===== src/rtl/fir_decimator_fifo.sv =====
// Decimating boxcar averager feeding a show-ahead output FIFO.
// Averages every DECIM accepted samples and queues the result.
module fir_decimator_fifo #(
   parameter int N     = 16,
   parameter int DECIM = 4,
   parameter int DEPTH = 8
) (
   input  logic                     clk,
   input  logic                     reset,
   input  logic signed [N-1:0]      data_in,
   input  logic                     in_valid,
   output logic signed [N-1:0]      out_data,
   output logic                     out_valid,
   input  logic                     out_ready,
   output logic [$clog2(DEPTH):0]   fill_count,
   output logic                     overflow
);

   localparam int LD = $clog2(DECIM);
   localparam int AW = N + LD;
   localparam int PW = $clog2(DEPTH);

   logic signed [AW-1:0] acc;
   logic signed [AW-1:0] sum;
   logic [LD-1:0]        phase;
   logic                 last;
   logic                 push;
   logic                 pop;
   logic                 full;
   logic                 wr_en;
   logic [PW-1:0]        wr_ptr;
   logic [PW-1:0]        rd_ptr;
   logic [PW:0]          count;
   logic signed [N-1:0]  mem [DEPTH];

   assign sum   = acc + {{LD{data_in[N-1]}}, data_in};
   assign last  = (phase == LD'(DECIM - 1));
   assign push  = in_valid && last;
   assign pop   = out_valid && out_ready;
   assign full  = (count == (PW+1)'(DEPTH));
   // A pop on the same edge frees the slot, so a full FIFO still accepts.
   assign wr_en = push && (!full || pop);

   assign out_valid  = (count != '0);
   assign fill_count = count;
   assign out_data   = mem[rd_ptr];

   always_ff @(posedge clk or negedge reset) begin
      if (!reset) begin
         acc   <= '0;
         phase <= '0;
      end else if (in_valid) begin
         if (last) begin
            acc   <= '0;
            phase <= '0;
         end else begin
            acc   <= sum;
            phase <= phase + LD'(1);
         end
      end
   end

   always_ff @(posedge clk or negedge reset) begin
      if (!reset) begin
         for (int i = 0; i < DEPTH; i++)
            mem[i] <= '0;
      end else if (wr_en) begin
         // Floor-shift of the group sum; upper bits are the mean.
         mem[wr_ptr] <= sum[AW-1:LD];
      end
   end

   always_ff @(posedge clk or negedge reset) begin
      if (!reset) begin
         wr_ptr   <= '0;
         rd_ptr   <= '0;
         count    <= '0;
         overflow <= 1'b0;
      end else begin
         if (wr_en)
            wr_ptr <= wr_ptr + PW'(1);
         if (pop)
            rd_ptr <= rd_ptr + PW'(1);
         unique case ({wr_en, pop})
            2'b10:   count <= count + (PW+1)'(1);
            2'b01:   count <= count - (PW+1)'(1);
            default: count <= count;
         endcase
         if (push && !wr_en)
            overflow <= 1'b1;
      end
   end

endmodule


===== config.mk =====
export PLATFORM = sky130hd
export DESIGN_NAME = fir_decimator_fifo
export DESIGN_NICKNAME = d
export VERILOG_FILES = /design/src/rtl/fir_decimator_fifo.sv
export SDC_FILE = /design/constraint.sdc
export NUM_CORES = 1
export LEC_CHECK = 0
export ABC_CLOCK_PERIOD_IN_PS = 2400
export BUFFER_PORTS_ARGS = -buffer_cell sky130_fd_sc_hd__buf_2
export CAP_MARGIN = 20
export CELL_PAD_IN_SITES_DETAIL_PLACEMENT = 1
export CELL_PAD_IN_SITES_GLOBAL_PLACEMENT = 1
export CORE_ASPECT_RATIO = 2
export CORE_MARGIN = 5
export CORE_UTILIZATION = 44
export CTS_BUF_LIST = sky130_fd_sc_hd__clkbuf_4 sky130_fd_sc_hd__clkbuf_8 sky130_fd_sc_hd__clkbuf_16
export CTS_CLUSTER_SIZE = 25
export DETAILED_ROUTE_END_ITERATION = 7
export PLACE_DENSITY_LB_ADDON = 0.1
export SYNTH_ARGS = -nofsm -noshare
export SYNTH_HDL_FRONTEND = slang
export SYNTH_SLANG_ARGS = --single-unit

===== constraint.sdc =====
create_clock -name clk -period 2.4 [get_ports clk]
set_input_delay 0.72 -clock clk [delete_from_list [all_inputs] [get_ports clk]]
set_output_delay 0.72 -clock clk [all_outputs]
set_load 0.1 [all_outputs]

Word-level counts from Yosys, hierarchy flattened
Index checks and enable logic that the tools add are counted.

operators by class
  $add $sub $neg = 6
  $lt $le $gt $ge = 3
  equality and inequality tests = 4
  multiplexer cells = 9
  bitwise gates (word level) = 2
  reduce and logical (&&, ||, !) cells = 10

operator list
  operator                                                     number
  bitwise mux 128 bit                                          1
  binary-select mux 16 bit (select 3 bit)                      1
  demux 16 bit (select 3 bit)                                  1
  two-way mux 16 bit                                           3
  adder 18 bit                                                 1
  two-way mux 18 bit                                           1
  >= comparator 4 bit (second input constant)                  2
  inverter 3 -> 4 bit                                          2
  one-hot mux 4 bit (2 select lines)                           1
  adder 3 x 1 -> 3 bit (second input constant)                 2
  logical AND 1 bit                                            5
  adder 4 x 1 -> 4 bit (second input constant)                 1
  == test 2 bit (second input constant)                        2
  == test 4 bit (second input constant)                        1
  less-than comparator 4 x 1 -> 1 bit (second input constant)  1
  nonzero test 4 bit                                           1
  subtractor 4 x 1 -> 4 bit (second input constant)            1
  adder 2 x 1 -> 2 bit (second input constant)                 1
  == test 2 x 1 -> 1 bit (second input constant)               1
  zero test 1 bit                                              2
  two-way mux 2 bit                                            1
  nonzero test 2 bit                                           1
  logical OR 1 bit                                             1

word-level totals
  flip-flop bits (word level) = 159
  input bits = 20
  output and inout port bits = 22
  word-level logic and storage cells = 48

Depth between registers and ports, before layout
Gate-level depths: netlist (run 1).

  depth in word-level cells = 6
  depth in mapped cells = 9
  mapped depth without buffers = 8

Worst setup path before layout (run 1)
OpenSTA, ideal clock, no wires.

  kind = flip-flop to flip-flop
  start point = register count[0], in the netlist fill_count[0]
  end point = register count[3], in the netlist fill_count[3]
  library setup time = 0.159 ns
  arrival = 3.296 ns
  data required time = 2.241 ns
  setup slack = -1.054 ns
  stages on the path, launching flop included = 9
  buffers on the path = 0
  clock period less this slack = 3.454 ns
  cell sequence = dfrtp_1 > or4_1 > nand2_1 > a21oi_1 > ha_1 > a21o_1 > a21oi_1 > mux2i_1 > xnor2_1

on the way
  cells in the longest elaborated chain, start to end = 6
  elaborated cells between the ends (all ways) = 12
  classes of those cells = add/sub: 2; eq/ne: 3; mux: 1; reduce/logical: 6

RTL lines
  what                                                                             line  text
  start: declaration                                                               33    logic [PW:0] count;
  start signal: assignment                                                         85    2'b10: count <= count + (PW+1)'(1);
  start signal: assignment                                                         86    2'b01: count <= count - (PW+1)'(1);
  start signal: assignment                                                         87    default: count <= count;
  nonzero test 4 bit (*)                                                           44    assign out_valid = (count != '0);
  via out_valid                                                                    13    output logic out_valid,
  logical AND 1 bit (*)                                                            39    assign pop = out_valid && out_ready;
  logical OR 1 bit                                                                 42    assign wr_en = push && (!full || pop);
  logical AND 1 bit                                                                42
  == test 2 x 1 -> 1 bit / == test 2 bit (equally long branches)                   84    unique case ({wr_en, pop})
  one-hot mux 4 bit (2 select lines) / nonzero test 2 bit (equally long branches)  n/a

The timed path passes the listed nets; every way through them passes the cells marked *.
A chain may end at the register's enable or synchronous reset.

Worst setup path in the final report (run 1)
  start point = register rd_ptr[0]
  end point = output port out_data[3]

on the way
  cells in the longest elaborated chain, start to end = 4

RTL lines
  what                                                   line  text
  start: declaration                                     32    logic [PW-1:0] rd_ptr;
  start signal: assignment                               83    rd_ptr <= rd_ptr + PW'(1);
  inverter 3 -> 4 bit (implied by the code)              46    assign out_data = mem[rd_ptr];
  binary-select mux 16 bit (select 3 bit)                46
  two-way mux 16 bit (implied by the code) (2 in a row)  46
  end: declaration                                       12    output logic signed [N-1:0] out_data,

Every way passes these cells. The select of a mux whose other input is x is not followed.

==> impl_metrics.ini, run 1 <==
[place]
gp_congestion = 0.793
hpwl_um = 14000
place_inst = 1013
numPortBuffers = 41
pre_cts_slack_ps = -400

[grt]
grt_pass1_vias = 6611
grt_antenna_before_repair = 0
grt_pass1_wl_um = 34200
grt_overflow = 0
grt.total_usage = 0.210
grt_max_degree = 50

[critical_path]
setup.worst_path.end_class = primary output
timing.critical_path.mode_cell = buf_12
cp_slowest_stage_delay_ps = 500
crit_path_end = out_data[3]
arrival_ps = 2110
timing.rr.start = acc[0]
worst_r2r_endpoint = mem[28]
worst-path-stages = 5
worstPathCellList = buf_12, clkbuf_16, mux4_2, mux2_4, buf_12
cp_max_fo = 7
crit_start = rd_ptr[0]
crit_family = multiplexers
critical_path_buf_inv_count = 3
worstSetupPathType = flop to primary output
rr_worst_depth = 9
cp_slowest_cell = mux4_2
cp.required_ps = 1680
r2r_setup_slack_ps = 30
cp-start-kind = flop

[die]
die_x_um = 104
fp.dieArea_um2 = 20600
start_util = 0.443
fp.dieH_um = 198
rows = 69
coreArea_um2 = 17600
ios = 42

[cells_and_area]
fillers = 1829
nets = 869
mostFrequentLayoutCell = dfrtp_1
num_antenna_cells = 0
layout_common_cells = 154 x dfrtp_1, 148 x nand2_1, 80 x o21ai_0, 73 x buf_4, 34 x o21ai_1
syn2layout_area_growth_pct = 31.7
fin_cells = 1051
drive_above_1_share = 0.333

[logic_synthesis]
synth_xor_area_frac = 0.0202
synth_edf_count = 0
seq_area_frac_synth = 0.510
synth.distinct_cells = 61
synth_adder_area_share = 0.0404
syn_area_per_cell_um2 = 10.9
synth-compound-area-share = 0.166
synth-async-reset-ratio = 1.00
yosys_warnings = 0
syn-cell-area_um2 = 7800
synth_top_family_by_area = compound AO/OA/AOI/OAI gates
synth_ff_type = dfrtp_1
yosys_register_bits = 159
yosys.area_share.simple = 0.112
syn_inst = 715
syn_nets = 759
synthMuxAreaShare = 0.124

[sta]
setup-violations-final = 16
slew_headroom = 0.663
fin_ws_ps = -430
rsz0062_at_grt = true
tightest_slew_ps = 506
slew_viol_final = 0
clock_skew_ps = 9.15
max_freq_mhz = 353
fin_crit_ps = 2830
final.period_utilization = 1.18
finalHoldViolations = 0

[clock_tree]
cts_buffers = 17
cts_buffer_depth = 2
clk_pin_slew_ps = 60
clock_latency_ps = 430
cts_tree = done
cts_sinks = 159
cts_root_buf = clkbuf_16
ctsHtreeMaxLevel = 4

[detailed_routing]
wl_per_cell_um = 20.1
drt-total-wl_um = 21200
first_pass_iters = 4
drtAntennaViolNets = 0
route.detailed.drc = 0
via_count = 5858
viasPerCell = 5.57
drt_iter0_drc = 148

[run]
maxCapViolCount = 0

[run_status]
status = finished, violations left
violations = negative setup slack

[min_path]
hp-class = input port to async pin
==> kinds of logic after synthesis <==
kind of cell,Yosys count
AO/OA/AOI/OAI,209
XOR/XNOR,18
adder cells (fa/ha/maj),24
buffers and inverters,52
flip-flops,159
multiplexers,54
AND/OR/NAND/NOR,199
==> layout make-up <==
cell class / count / area [um2] / share of cell area
multi-input combinational: 505 / 3950 / 0.385
clock buffer: 20 / 460 / 0.0448
inverter: 8 / 30.0 / 0.00292
timing repair buffer: 134 / 1410 / 0.138
clock inverter: 12 / 159 / 0.0155
tap: 213 / 267 / 0.0260
sequential: 159 / 3990 / 0.389
==> sequential cells by signal, summed over array words and instances, names as in the netlist <==
register and flops:
mem 128, acc 18, fill_count 4, rd_ptr 3, wr_ptr 3, phase 2
overflow 1
==> how the worst min path moves through the flow <==
stage,from,end,slack [ps],cells past startpoint
2_1_floorplan,reset,acc[0],420,0
3_3_place_gp,mem[109],mem[109],450,2
3_5_place_dp,mem[61],mem[61],470,2
4_1_cts,reset,fill_count[2],250,1
5_1_grt,reset,wr_ptr[0],270,1
6_report,reset,mem[49],260,1
==> worst register-to-register path, cell delays in order (launching register included) <==
cell      delay (ps)
dfrtp_1          410
ha_4             180
fa_2             340
a21o_1           180
a21oi_2          170
o211ai_1         120
buf_4            190
a2111o_1         450
nand3_2          140
o21ai_1           70
==> what timing repair did <==
action	4_1_cts	5_1_grt
setup buffers	1	1
gates resized for setup	67	25
gates cloned	0	4
setup endpoints to repair	18	78
hold buffers	0	0
hold endpoints to repair	0	0
pin swaps	1	7
==> per-stage QoR <==
| stage | utilization | hold WS, ps | cell area [um2] | TNS (ps) |
|---|---|---|---|---|
| 6_report | 0.583 | 255 | 10300 | -6500 |
| 5_1_grt | 0.583 | 267 | 10300 | -7770 |
| 4_1_cts | 0.569 | 251 | 10000 | -6600 |
| 3_5_place_dp | 0.519 | 466 | 9140 | -32120 |
| 3_3_place_gp | 0.519 | 455 | 9140 | -26910 |
| 2_1_floorplan | - | 424 | 8020 | -5190 |
==> cells in the mapped netlist (3+ instances only) <==
master | n | area (um2)
dfrtp_1 | 159 | 3980
nand2_1 | 150 | 563
o21ai_0 | 118 | 591
clkbuf_1 | 36 | 135
mux4_2 | 32 | 721
ha_1 | 22 | 275
mux2_2 | 19 | 214
a21oi_1 | 18 | 90.1
o31ai_1 | 16 | 120
o2bb2ai_1 | 15 | 131
a21o_1 | 12 | 90.1
nor2_1 | 9 | 33.8
xnor2_1 | 9 | 78.8
xor2_1 | 9 | 78.8
inv_1 | 7 | 26.3
nand3_1 | 7 | 35.0
buf_2 | 6 | 30.0
nand3b_1 | 5 | 37.5
nand2b_1 | 4 | 25.0
o21a_1 | 4 | 30.0
a211oi_1 | 3 | 22.5
nor2b_1 | 3 | 18.8
nor3_1 | 3 | 15.0
or2_2 | 3 | 18.8
==> per-layer routing <==
metal	up-vias	global-route usage	part of all wire	routed length [um]
met1	2991	0.242	0.41	8640
met3	14	0.0362	0.020	424
met2	55	0.392	0.56	11900
met5	-	0	0	0
met4	0	0.0672	0.011	234
li1	2798	-	-	-
Power of run 1 is left out: the tool's default activity adds up to more than one toggle a clock period on the data nets, which glitch-free logic cannot reach.
==> inputs of run 2 (changes only) <==
--- a/config.mk
+++ b/config.mk
@@ -10,7 +10,7 @@
 export CAP_MARGIN = 20
 export CELL_PAD_IN_SITES_DETAIL_PLACEMENT = 1
 export CELL_PAD_IN_SITES_GLOBAL_PLACEMENT = 1
-export CORE_ASPECT_RATIO = 2
+export CORE_ASPECT_RATIO = 0.7
 export CORE_MARGIN = 5
 export CORE_UTILIZATION = 44
 export CTS_BUF_LIST = sky130_fd_sc_hd__clkbuf_4 sky130_fd_sc_hd__clkbuf_8 sky130_fd_sc_hd__clkbuf_16
==> impl_metrics.ini, run 2 (same netlist as run 1, synthesis figures left out) <==
[cells_and_area]
nets = 876
syn2layout_area_growth_pct = 34.3
num_antenna_cells = 0
drive_above_1_share = 0.363
layout_common_cells = 153 x dfrtp_1, 148 x nand2_1, 78 x o21ai_0, 77 x buf_4, 32 x mux4_2
largest_reg_flops = 128
regMostFlops = mem
fin_cells = 1075
mostFrequentLayoutCell = dfrtp_1

[critical_path]
cp.required_ps = 1680
setup.worst_path.end_class = primary output
worstSetupPathType = flop to primary output
arrival_ps = 2200
rr_worst_depth = 9
cp_max_fo = 5
cp-start-kind = flop

[die]
coreArea_um2 = 17300
ios = 42
fp.dieH_um = 121
die_x_um = 169
rows = 40
fp.dieArea_um2 = 20500
start_util = 0.452

[detailed_routing]
drtAntennaViolNets = 0
wl_per_cell_um = 22.1
drt_iter0_drc = 317
via_count = 6082
first_pass_iters = 4
drt-total-wl_um = 23800
viasPerCell = 5.66
route.detailed.drc = 0

[sta]
slew_viol_final = 0
clock_skew_ps = 10.9
fin_ws_ps = -520
setup-violations-final = 16
tightest_slew_ps = 487
hold-worst-slack_ps = 178
finalHoldViolations = 0
tns_ps = -7110
fin_crit_ps = 2920
slew_headroom = 0.678
max_freq_mhz = 342
rsz0062_at_grt = true
final.period_utilization = 1.22

[clock_tree]
cts_root_buf = clkbuf_16
cts_sinks = 159
ctsHtreeMaxLevel = 4
cts_tree = done
clk_pin_slew_ps = 60
cts_buffers = 17
clock_latency_ps = 430
cts_buffer_depth = 2

[run_status]
status = finished, violations left
violations = negative setup slack

[place]
gp_congestion = 0.785
numPortBuffers = 41
pre_cts_slack_ps = -484
place_inst = 1027
hpwl_um = 14700

[grt]
grt.total_usage = 0.236
grt_overflow = 0
grt_antenna_before_repair = 0
grt_max_degree = 53
grt_pass1_wl_um = 37600
grt_pass1_vias = 6686

[min_path]
hp-class = input port to async pin

[run]
maxCapViolCount = 0
run 2: changes by cell type in the layout (fill, tap and decap cells not counted), moves of 3 or more:
cell,change
buf_12,-6
buf_4,+4
o21ai_1,-16
o2bb2ai_1,-3
buf_6,+6
o21ai_2,+16
run 2: what timing repair did:
item,CTS,global route
resized for setup,67,58
hold buffers,0,0
setup endpoints to repair,29,71
cloned,2,4
buffers inserted,4,8
pin swaps,2,24
run 2: final timing paths:
check | startpoint | endpoint | slack (ps)
setup / recovery | rd_ptr[0] | out_data[7] | -520
setup reg to reg | acc[0] | mem[92] | 10
max in group asynchronous | reset | mem[82] | 1600
min in group clk | overflow | overflow | 480
hold reg to reg | overflow | overflow | 480
hold / removal | reset | acc[13] | 180
run 2: cell type report:
type,count,area [um2]
fillers,1759,6800
multi-input cells,505,4090
flip-flops and latches,159,3990
repair buffers,141,1440
clock buffers,21,480
well taps,231,289
clock inverters,10,149
inverters,8,30.0
run 2: through the flow:
stage	util	area [um2]
final	0.606	10500
after global routing	0.606	10500
after CTS	0.582	10100
after detailed placement	0.526	9090
after global placement	0.526	9090
after floorplan	-	8020
run 2: metal layers:
layer  vias to the layer above  GRT usage  wire length (um)
met4                         0     0.0598               272
li1                       2813          -                 -
met1                      3148      0.312             10400
met3                        20     0.0401               985
met5                         -          0                 0
met2                       101      0.409             12100
run 2: critical path, cell delays in order (launching register included):
cell and delay [ps]:
dfrtp_2 370, buf_12 140, buf_12 130, buf_16 130
mux4_2 520, mux2_4 300, buf_12 170
Power of run 2 is left out for the same reason.
